`src/rtl/stage_ex_muldiv_if.sv`:
```
// Request/result bundle between the EX stage and the multiply/divide unit.
// The EX stage is the master; the unit is the slave.
interface stage_ex_muldiv_if #(
    parameter int WIDTH = 32
);
    logic             start;
    logic [2:0]       operator;
    logic [WIDTH-1:0] operand_a;
    logic [WIDTH-1:0] operand_b;
    logic [WIDTH-1:0] hi_i;
    logic [WIDTH-1:0] lo_i;
    logic             cancel;
    logic             busy;
    logic             register_hi_write_enable;
    logic [WIDTH-1:0] register_hi_write_data;
    logic             register_lo_write_enable;
    logic [WIDTH-1:0] register_lo_write_data;

    modport master (
        output start, operator, operand_a, operand_b, hi_i, lo_i, cancel,
        input  busy, register_hi_write_enable, register_hi_write_data,
               register_lo_write_enable, register_lo_write_data
    );

    modport slave (
        input  start, operator, operand_a, operand_b, hi_i, lo_i, cancel,
        output busy, register_hi_write_enable, register_hi_write_data,
               register_lo_write_enable, register_lo_write_data
    );
endinterface

```
`src/rtl/stage_ex_muldiv.sv`:
```
// Multi-cycle multiply / multiply-accumulate / restoring-divide unit writing HI/LO.
// Raises busy as a stall request and emits a one-cycle HI/LO write pulse on completion.
module stage_ex_muldiv #(
    parameter int WIDTH      = 32,
    parameter int MUL_CYCLES = 2
) (
    input logic              clock,
    input logic              reset,
    stage_ex_muldiv_if.slave bus
);
    localparam int CNT_MAX = (WIDTH + 1 > MUL_CYCLES) ? WIDTH + 1 : MUL_CYCLES;
    localparam int CNT_W   = $clog2(CNT_MAX + 1);
    localparam logic [CNT_W-1:0] MUL_LAST = CNT_W'(MUL_CYCLES - 1);
    localparam logic [CNT_W-1:0] DIV_LAST = CNT_W'(WIDTH);

    typedef enum logic [1:0] {IDLE, MUL, DIV, DONE} state_t;
    state_t state, next_state;

    logic [2:0]       op_q;
    logic [WIDTH-1:0] a_q, hi_acc_q, lo_acc_q;
    logic [WIDTH-1:0] quot_q, rem_q, div_mag_q;
    logic             neg_quot_q, neg_rem_q;
    logic [CNT_W-1:0] cnt_q;

    logic             busy_q, write_q, busy_d, write_d;
    logic [WIDTH-1:0] hi_q, lo_q, hi_d, lo_d, fin_hi, fin_lo;

    logic             issue, in_signed, in_div;
    logic [WIDTH-1:0] a_mag, b_mag;

    assign issue     = bus.start && !bus.cancel;
    assign in_signed = !bus.operator[0];
    assign in_div    = (bus.operator[2:1] == 2'b01);
    assign a_mag     = (in_signed && bus.operand_a[WIDTH-1]) ? -bus.operand_a : bus.operand_a;
    assign b_mag     = (in_signed && bus.operand_b[WIDTH-1]) ? -bus.operand_b : bus.operand_b;

    // Operands are widened to 2*WIDTH so the truncated product is exact for both signednesses.
    logic               q_signed;
    logic [2*WIDTH-1:0] ext_a, ext_b, product, acc, mul_result;
    logic [WIDTH-1:0]   b_raw_q;

    assign q_signed = !op_q[0];
    assign ext_a    = q_signed ? {{WIDTH{a_q[WIDTH-1]}}, a_q} : {{WIDTH{1'b0}}, a_q};
    assign ext_b    = q_signed ? {{WIDTH{b_raw_q[WIDTH-1]}}, b_raw_q} : {{WIDTH{1'b0}}, b_raw_q};
    assign product  = ext_a * ext_b;
    assign acc      = {hi_acc_q, lo_acc_q};

    always_comb begin
        case (op_q[2:1])
            2'b10:   mul_result = acc + product;
            2'b11:   mul_result = acc - product;
            default: mul_result = product;
        endcase
    end

    logic [WIDTH:0] rem_shift, rem_diff;
    assign rem_shift = {rem_q, quot_q[WIDTH-1]};
    assign rem_diff  = rem_shift - {1'b0, div_mag_q};

    always_ff @(posedge clock or negedge reset) begin
        if (!reset) begin
            state   <= IDLE;
            busy_q  <= 1'b0;
            write_q <= 1'b0;
            hi_q    <= '0;
            lo_q    <= '0;
        end else begin
            state   <= next_state;
            busy_q  <= busy_d;
            write_q <= write_d;
            hi_q    <= hi_d;
            lo_q    <= lo_d;
        end
    end

    always_comb begin
        next_state = state;
        fin_hi     = '0;
        fin_lo     = '0;
        case (state)
            IDLE: if (issue) next_state = in_div ? DIV : MUL;
            MUL: begin
                if (bus.cancel) begin
                    next_state = IDLE;
                end else if (cnt_q == MUL_LAST) begin
                    next_state = DONE;
                    fin_hi     = mul_result[2*WIDTH-1:WIDTH];
                    fin_lo     = mul_result[WIDTH-1:0];
                end
            end
            DIV: begin
                if (bus.cancel) begin
                    next_state = IDLE;
                end else if (div_mag_q == '0) begin
                    next_state = DONE;
                    fin_hi     = a_q;
                    fin_lo     = '1;
                end else if (cnt_q == DIV_LAST) begin
                    next_state = DONE;
                    fin_hi     = neg_rem_q  ? -rem_q  : rem_q;
                    fin_lo     = neg_quot_q ? -quot_q : quot_q;
                end
            end
            default: next_state = IDLE;
        endcase
    end

    always_comb begin
        busy_d  = (next_state == MUL) || (next_state == DIV);
        write_d = (next_state == DONE);
        hi_d    = write_d ? fin_hi : '0;
        lo_d    = write_d ? fin_lo : '0;
    end

    // One restoring step per DIV cycle until the counter reaches the sign-correction slot.
    always_ff @(posedge clock or negedge reset) begin
        if (!reset) begin
            op_q       <= '0;
            a_q        <= '0;
            b_raw_q    <= '0;
            hi_acc_q   <= '0;
            lo_acc_q   <= '0;
            quot_q     <= '0;
            rem_q      <= '0;
            div_mag_q  <= '0;
            neg_quot_q <= 1'b0;
            neg_rem_q  <= 1'b0;
            cnt_q      <= '0;
        end else begin
            case (state)
                IDLE: if (issue) begin
                    op_q       <= bus.operator;
                    a_q        <= bus.operand_a;
                    b_raw_q    <= bus.operand_b;
                    hi_acc_q   <= bus.hi_i;
                    lo_acc_q   <= bus.lo_i;
                    quot_q     <= a_mag;
                    rem_q      <= '0;
                    div_mag_q  <= b_mag;
                    neg_quot_q <= in_signed && (bus.operand_a[WIDTH-1] ^ bus.operand_b[WIDTH-1]);
                    neg_rem_q  <= in_signed && bus.operand_a[WIDTH-1];
                    cnt_q      <= '0;
                end
                MUL: cnt_q <= cnt_q + 1'b1;
                DIV: begin
                    cnt_q <= cnt_q + 1'b1;
                    if (cnt_q != DIV_LAST) begin
                        if (!rem_diff[WIDTH]) begin
                            rem_q  <= rem_diff[WIDTH-1:0];
                            quot_q <= {quot_q[WIDTH-2:0], 1'b1};
                        end else begin
                            rem_q  <= rem_shift[WIDTH-1:0];
                            quot_q <= {quot_q[WIDTH-2:0], 1'b0};
                        end
                    end
                end
                default: ;
            endcase
        end
    end

    assign bus.busy                     = busy_q;
    assign bus.register_hi_write_enable = write_q;
    assign bus.register_lo_write_enable = write_q;
    assign bus.register_hi_write_data   = hi_q;
    assign bus.register_lo_write_data   = lo_q;
endmodule

```
`src/flat_wrapper.sv`:
```
// flat-port wrapper written by rule: the top's interface ports become plain ports
module stage_ex_muldiv_flat 
#(
    parameter int WIDTH      = 32,
    parameter int MUL_CYCLES = 2
)
  (clock, reset, bus_start, bus_operator, bus_operand_a, bus_operand_b, bus_hi_i, bus_lo_i, bus_cancel, bus_busy, bus_register_hi_write_enable, bus_register_hi_write_data, bus_register_lo_write_enable, bus_register_lo_write_data);
  stage_ex_muldiv_if #(.WIDTH(WIDTH)) bus_i ();
  input logic clock;
  input logic reset;
  input wire logic [$bits(bus_i.start)-1:0] bus_start;
  input wire logic [$bits(bus_i.operator)-1:0] bus_operator;
  input wire logic [$bits(bus_i.operand_a)-1:0] bus_operand_a;
  input wire logic [$bits(bus_i.operand_b)-1:0] bus_operand_b;
  input wire logic [$bits(bus_i.hi_i)-1:0] bus_hi_i;
  input wire logic [$bits(bus_i.lo_i)-1:0] bus_lo_i;
  input wire logic [$bits(bus_i.cancel)-1:0] bus_cancel;
  output wire logic [$bits(bus_i.busy)-1:0] bus_busy;
  output wire logic [$bits(bus_i.register_hi_write_enable)-1:0] bus_register_hi_write_enable;
  output wire logic [$bits(bus_i.register_hi_write_data)-1:0] bus_register_hi_write_data;
  output wire logic [$bits(bus_i.register_lo_write_enable)-1:0] bus_register_lo_write_enable;
  output wire logic [$bits(bus_i.register_lo_write_data)-1:0] bus_register_lo_write_data;
  assign bus_i.start = bus_start;
  assign bus_i.operator = bus_operator;
  assign bus_i.operand_a = bus_operand_a;
  assign bus_i.operand_b = bus_operand_b;
  assign bus_i.hi_i = bus_hi_i;
  assign bus_i.lo_i = bus_lo_i;
  assign bus_i.cancel = bus_cancel;
  assign bus_busy = bus_i.busy;
  assign bus_register_hi_write_enable = bus_i.register_hi_write_enable;
  assign bus_register_hi_write_data = bus_i.register_hi_write_data;
  assign bus_register_lo_write_enable = bus_i.register_lo_write_enable;
  assign bus_register_lo_write_data = bus_i.register_lo_write_data;
  stage_ex_muldiv #(.WIDTH(WIDTH), .MUL_CYCLES(MUL_CYCLES)) u_core (.clock(clock), .reset(reset), .bus(bus_i));
endmodule
```
`config.mk`:
```
export PLATFORM = sky130hd
export DESIGN_NAME = stage_ex_muldiv_flat
export DESIGN_NICKNAME = d
export VERILOG_FILES = /design/src/rtl/stage_ex_muldiv_if.sv /design/src/rtl/stage_ex_muldiv.sv /design/src/flat_wrapper.sv
export SDC_FILE = /design/constraint.sdc
export NUM_CORES = 2
export LEC_CHECK = 0
export ABC_AREA = 1
export CAP_MARGIN = 25
export CORE_ASPECT_RATIO = 2
export CORE_MARGIN = 2
export CORE_UTILIZATION = 30
export DETAILED_ROUTE_END_ITERATION = 10
export SYNTH_ARGS = -nofsm -noshare
export SYNTH_HDL_FRONTEND = slang
export SYNTH_SLANG_ARGS = --single-unit
```
`constraint.sdc`:
```
create_clock -name clock -period 10.8 [get_ports clock]
set_input_delay 2.16 -clock clock [delete_from_list [all_inputs] [get_ports clock]]
set_output_delay 2.16 -clock clock [all_outputs]
set_load 0.02 [all_outputs]
```
==> impl_metrics.yaml <==
routing:
  firstDrtPassIters: 6
  via_per_inst: 4.77
  drt_iter0_drc: 4164
  routed_wl_um: 318000
  drc: 0
  vias: 70300
  ant_nets: 0
  wl_per_cell_um: 21.6
global_routing:
  grt_start_max_net_pins: 106
  antenna_found_initial: 19
  grt_pass1_vias: 75900
  grt_overflow: 0
  grt_pass1_wl_um: 463000
  groute.usage.overall_pct: 25.1
finish:
  drive_above_1_share_pct: 23.7
  final_common_cell: "inv_1"
  layout_common_cells: "inv_1, nand2_1, buf_4"
  final_nets: 13400
  final_cells: 14700
  syn2layout_area_growth_pct: 32.5
synth:
  synth.top_cell.area_share_pct: 38.6
  synth_nets: 11900
  seq_area_frac_synth_pct: 10.2
  synth_edf_count: 0
  ys_top_cells_by_area: "fa_1, inv_1, nand2_1"
  avgSynthCellArea_um2: 7.46
  synth_seq_cells: 302
  synth_area_mm2: 0.0744
  ys.flop_type: "dfrtp_1"
  synthArstFlopShare_pct: 100
  synth_warnings: 0
  yosys.area.top_type: "fa_1"
  synthCells: 9966
  synth.distinct_cells: 59
run:
  max_cap_viol_count: 0
placement:
  dpl.hpwl_um: 268000
  io_buffers: 201
  gp_congestion: 1.03
  place_inst: 14500
setup_path:
  regToRegEndpoint: "u_core.bus.register_hi_write_data[26]"
  arrival_ns: 11.65
  startpoint_type: "register"
  r2r_cells: 50
  critical_path_class: "register to register"
  r2r_setup_slack_ns: -0.34
  cp-end-kind: "register"
  critPathLaunch: "u_core.a_q[18]"
  worst_path_max_delay_cell: "fa_2"
  cp_slowest_stage_delay_ns: 0.62
  cp_max_fo: 5
  reg2reg_from: "u_core.a_q[18]"
  worst_ep_required_time_ns: 11.31
  crit_top_cell: "fa_1"
floorplanning:
  pin_count: 202
  dieArea_mm2: 0.252
  fp.coreArea_mm2: 0.247
  initial_core_util_pct: 30.2
  chipWidth_um: 356
  die_y_um: 708
  num_rows: 258
sta:
  fin_crit_ns: 11.14
  fin_setup_tns_ns: -2.76
  rsz0062_at_grt: "true"
  setup_slack_ns: -0.341
  fin_crit_sh_pct: 103
  final_hold_viol_count: 0
  maxSlewViolCount: 0
  clock_skew_ns: 0.0255
  setup_viol: 21
  worst_pin_slew_ns: 1.14
  slew_headroom_pct: 24.1
  fmax_mhz: 89.8
run_status:
  outcome: "finished with violations"
  violations: "negative setup slack"
clock_network:
  cts_hold_buf: 0
  insertion_delay_ns: 0.68
  clk_pin_slew_ns: 0.08
  root_buffer: "clkbuf_16"
  htree_num_levels: 1
  cts_max_path_buffers: 3
  cts_tree: "done"
  cts_sinks: 302
  cts_buffers: 31
hold_path:
  hold_end: "u_core.lo_acc_q[14]"
  hold_path_startpoint: "u_core.lo_acc_q[14]"
  hold_class: "register to register"
  whs_path_depth: 2
-- cell families (layout without fill, tap and decap cells) --
family,after synthesis,count (layout),synth area share (%)
AND/OR/NAND/NOR,3521,3521,19.0
buffers and inverters,3238,4750,16.4
adder cells (fa/ha/maj),1842,1842,45.5
AO/OA/AOI/OAI,889,889,6.87
flip-flops,302,302,10.2
XOR/XNOR,174,174,2.13
other,0,6,0
-- final cells by class --
cell class,count,area [um2]
clock buffers,41,873
well taps,3250,4070
fillers,25400,148000
multi-input cells,6426,58900
inverters,2859,10800
diodes,6,15.0
repair buffers,1833,16100
flip-flops and latches,302,7580
clock inverters,17,209
-- synth_stat cells, types with 7 or more instances --
cell,instances
clkbuf_1,358
dfrtp_1,302
nand3b_1,25
nand3_1,200
fa_1,1435
a31oi_1,41
o22ai_1,16
or2_2,22
nor2_1,468
inv_2,7
inv_1,2846
nand4_1,52
nor3_2,8
a32o_1,8
a21o_1,10
xnor2_1,45
nor4_1,28
ha_1,407
o221ai_1,43
nand2_2,13
nand2_1,2588
nor3_1,82
o31ai_1,8
a21oi_1,329
o21ai_0,302
a22oi_1,9
buf_1,18
o211ai_1,68
xor2_1,121
o21a_1,20
nor2_2,14
-- worst max-delay path by stage --
| stage | endpoint | slack, ns |
|---|---|---|
| after floorplan | u_core.bus.register_hi_write_data[30] | 0.10 |
| final | u_core.bus.register_hi_write_data[26] | -0.34 |
| after CTS | u_core.bus.register_hi_write_data[26] | -0.30 |
| after detailed placement | u_core.bus.register_hi_write_data[30] | -1.12 |
| after global placement | u_core.bus.register_hi_write_data[31] | -1.12 |
| after global routing | u_core.bus.register_hi_write_data[31] | -0.64 |
-- timing repair --
action | 4_1_cts | 5_1_grt
resized for setup | 615 | 649
pin swaps | 242 | 383
cloned | 3 | 3
setup buffers | 140 | 86
endpoints found under the setup margin | 33 | 39
-- worst max-delay path: cells and delay by family (launching register included) --
| family | cells | cell delay (ns) |
|---|---|---|
| compound gates | 5 | 0.67 |
| fa+ha+maj | 12 | 6.01 |
| simple gates | 19 | 2.27 |
| buf+inv | 12 | 1.23 |
| flops | 1 | 0.40 |
| xor+xnor | 2 | 0.37 |
-- metal layers --
layer | wire length (um) | global-route usage [%] | vias to the layer above | part of all wire (%)
li1 | - | - | 31900 | -
met4 | 43700 | 26.7 | 6 | 14
met2 | 164000 | 45.8 | 2527 | 51
met5 | 37 | 0 | - | 0.012
met1 | 97400 | 23.1 | 34500 | 31
met3 | 13200 | 2.58 | 1313 | 4.1
-- registers in the layout, summed over array words and instances, names as in the netlist, 3 cells and up --
name	count
u_core.op_q	3
u_core.bus.register_hi_write_data	32
u_core.bus.register_lo_write_data	32
u_core.quot_q	32
u_core.hi_acc_q	32
u_core.b_raw_q	32
u_core.lo_acc_q	32
u_core.a_q	32
u_core.cnt_q	6
u_core.div_mag_q	31
u_core.rem_q	32
-- through the flow --
stage / instance area (um2) / worst slack [ns] / util (%) / hold slack (ns)
after global placement: 91000 / -1.12 / 36.9 / 0.467
after global routing: 98500 / -0.643 / 40.0 / 0.513
final: 98500 / -0.341 / 40.0 / 0.493
after detailed placement: 91000 / -1.12 / 36.9 / 0.474
after CTS: 95600 / -0.299 / 38.8 / 0.494
after floorplan: 74400 / 0.104 / - / 0.448
Power is left out: the tool's default activity adds up to more than one toggle a clock period on the data nets, which glitch-free logic cannot reach.
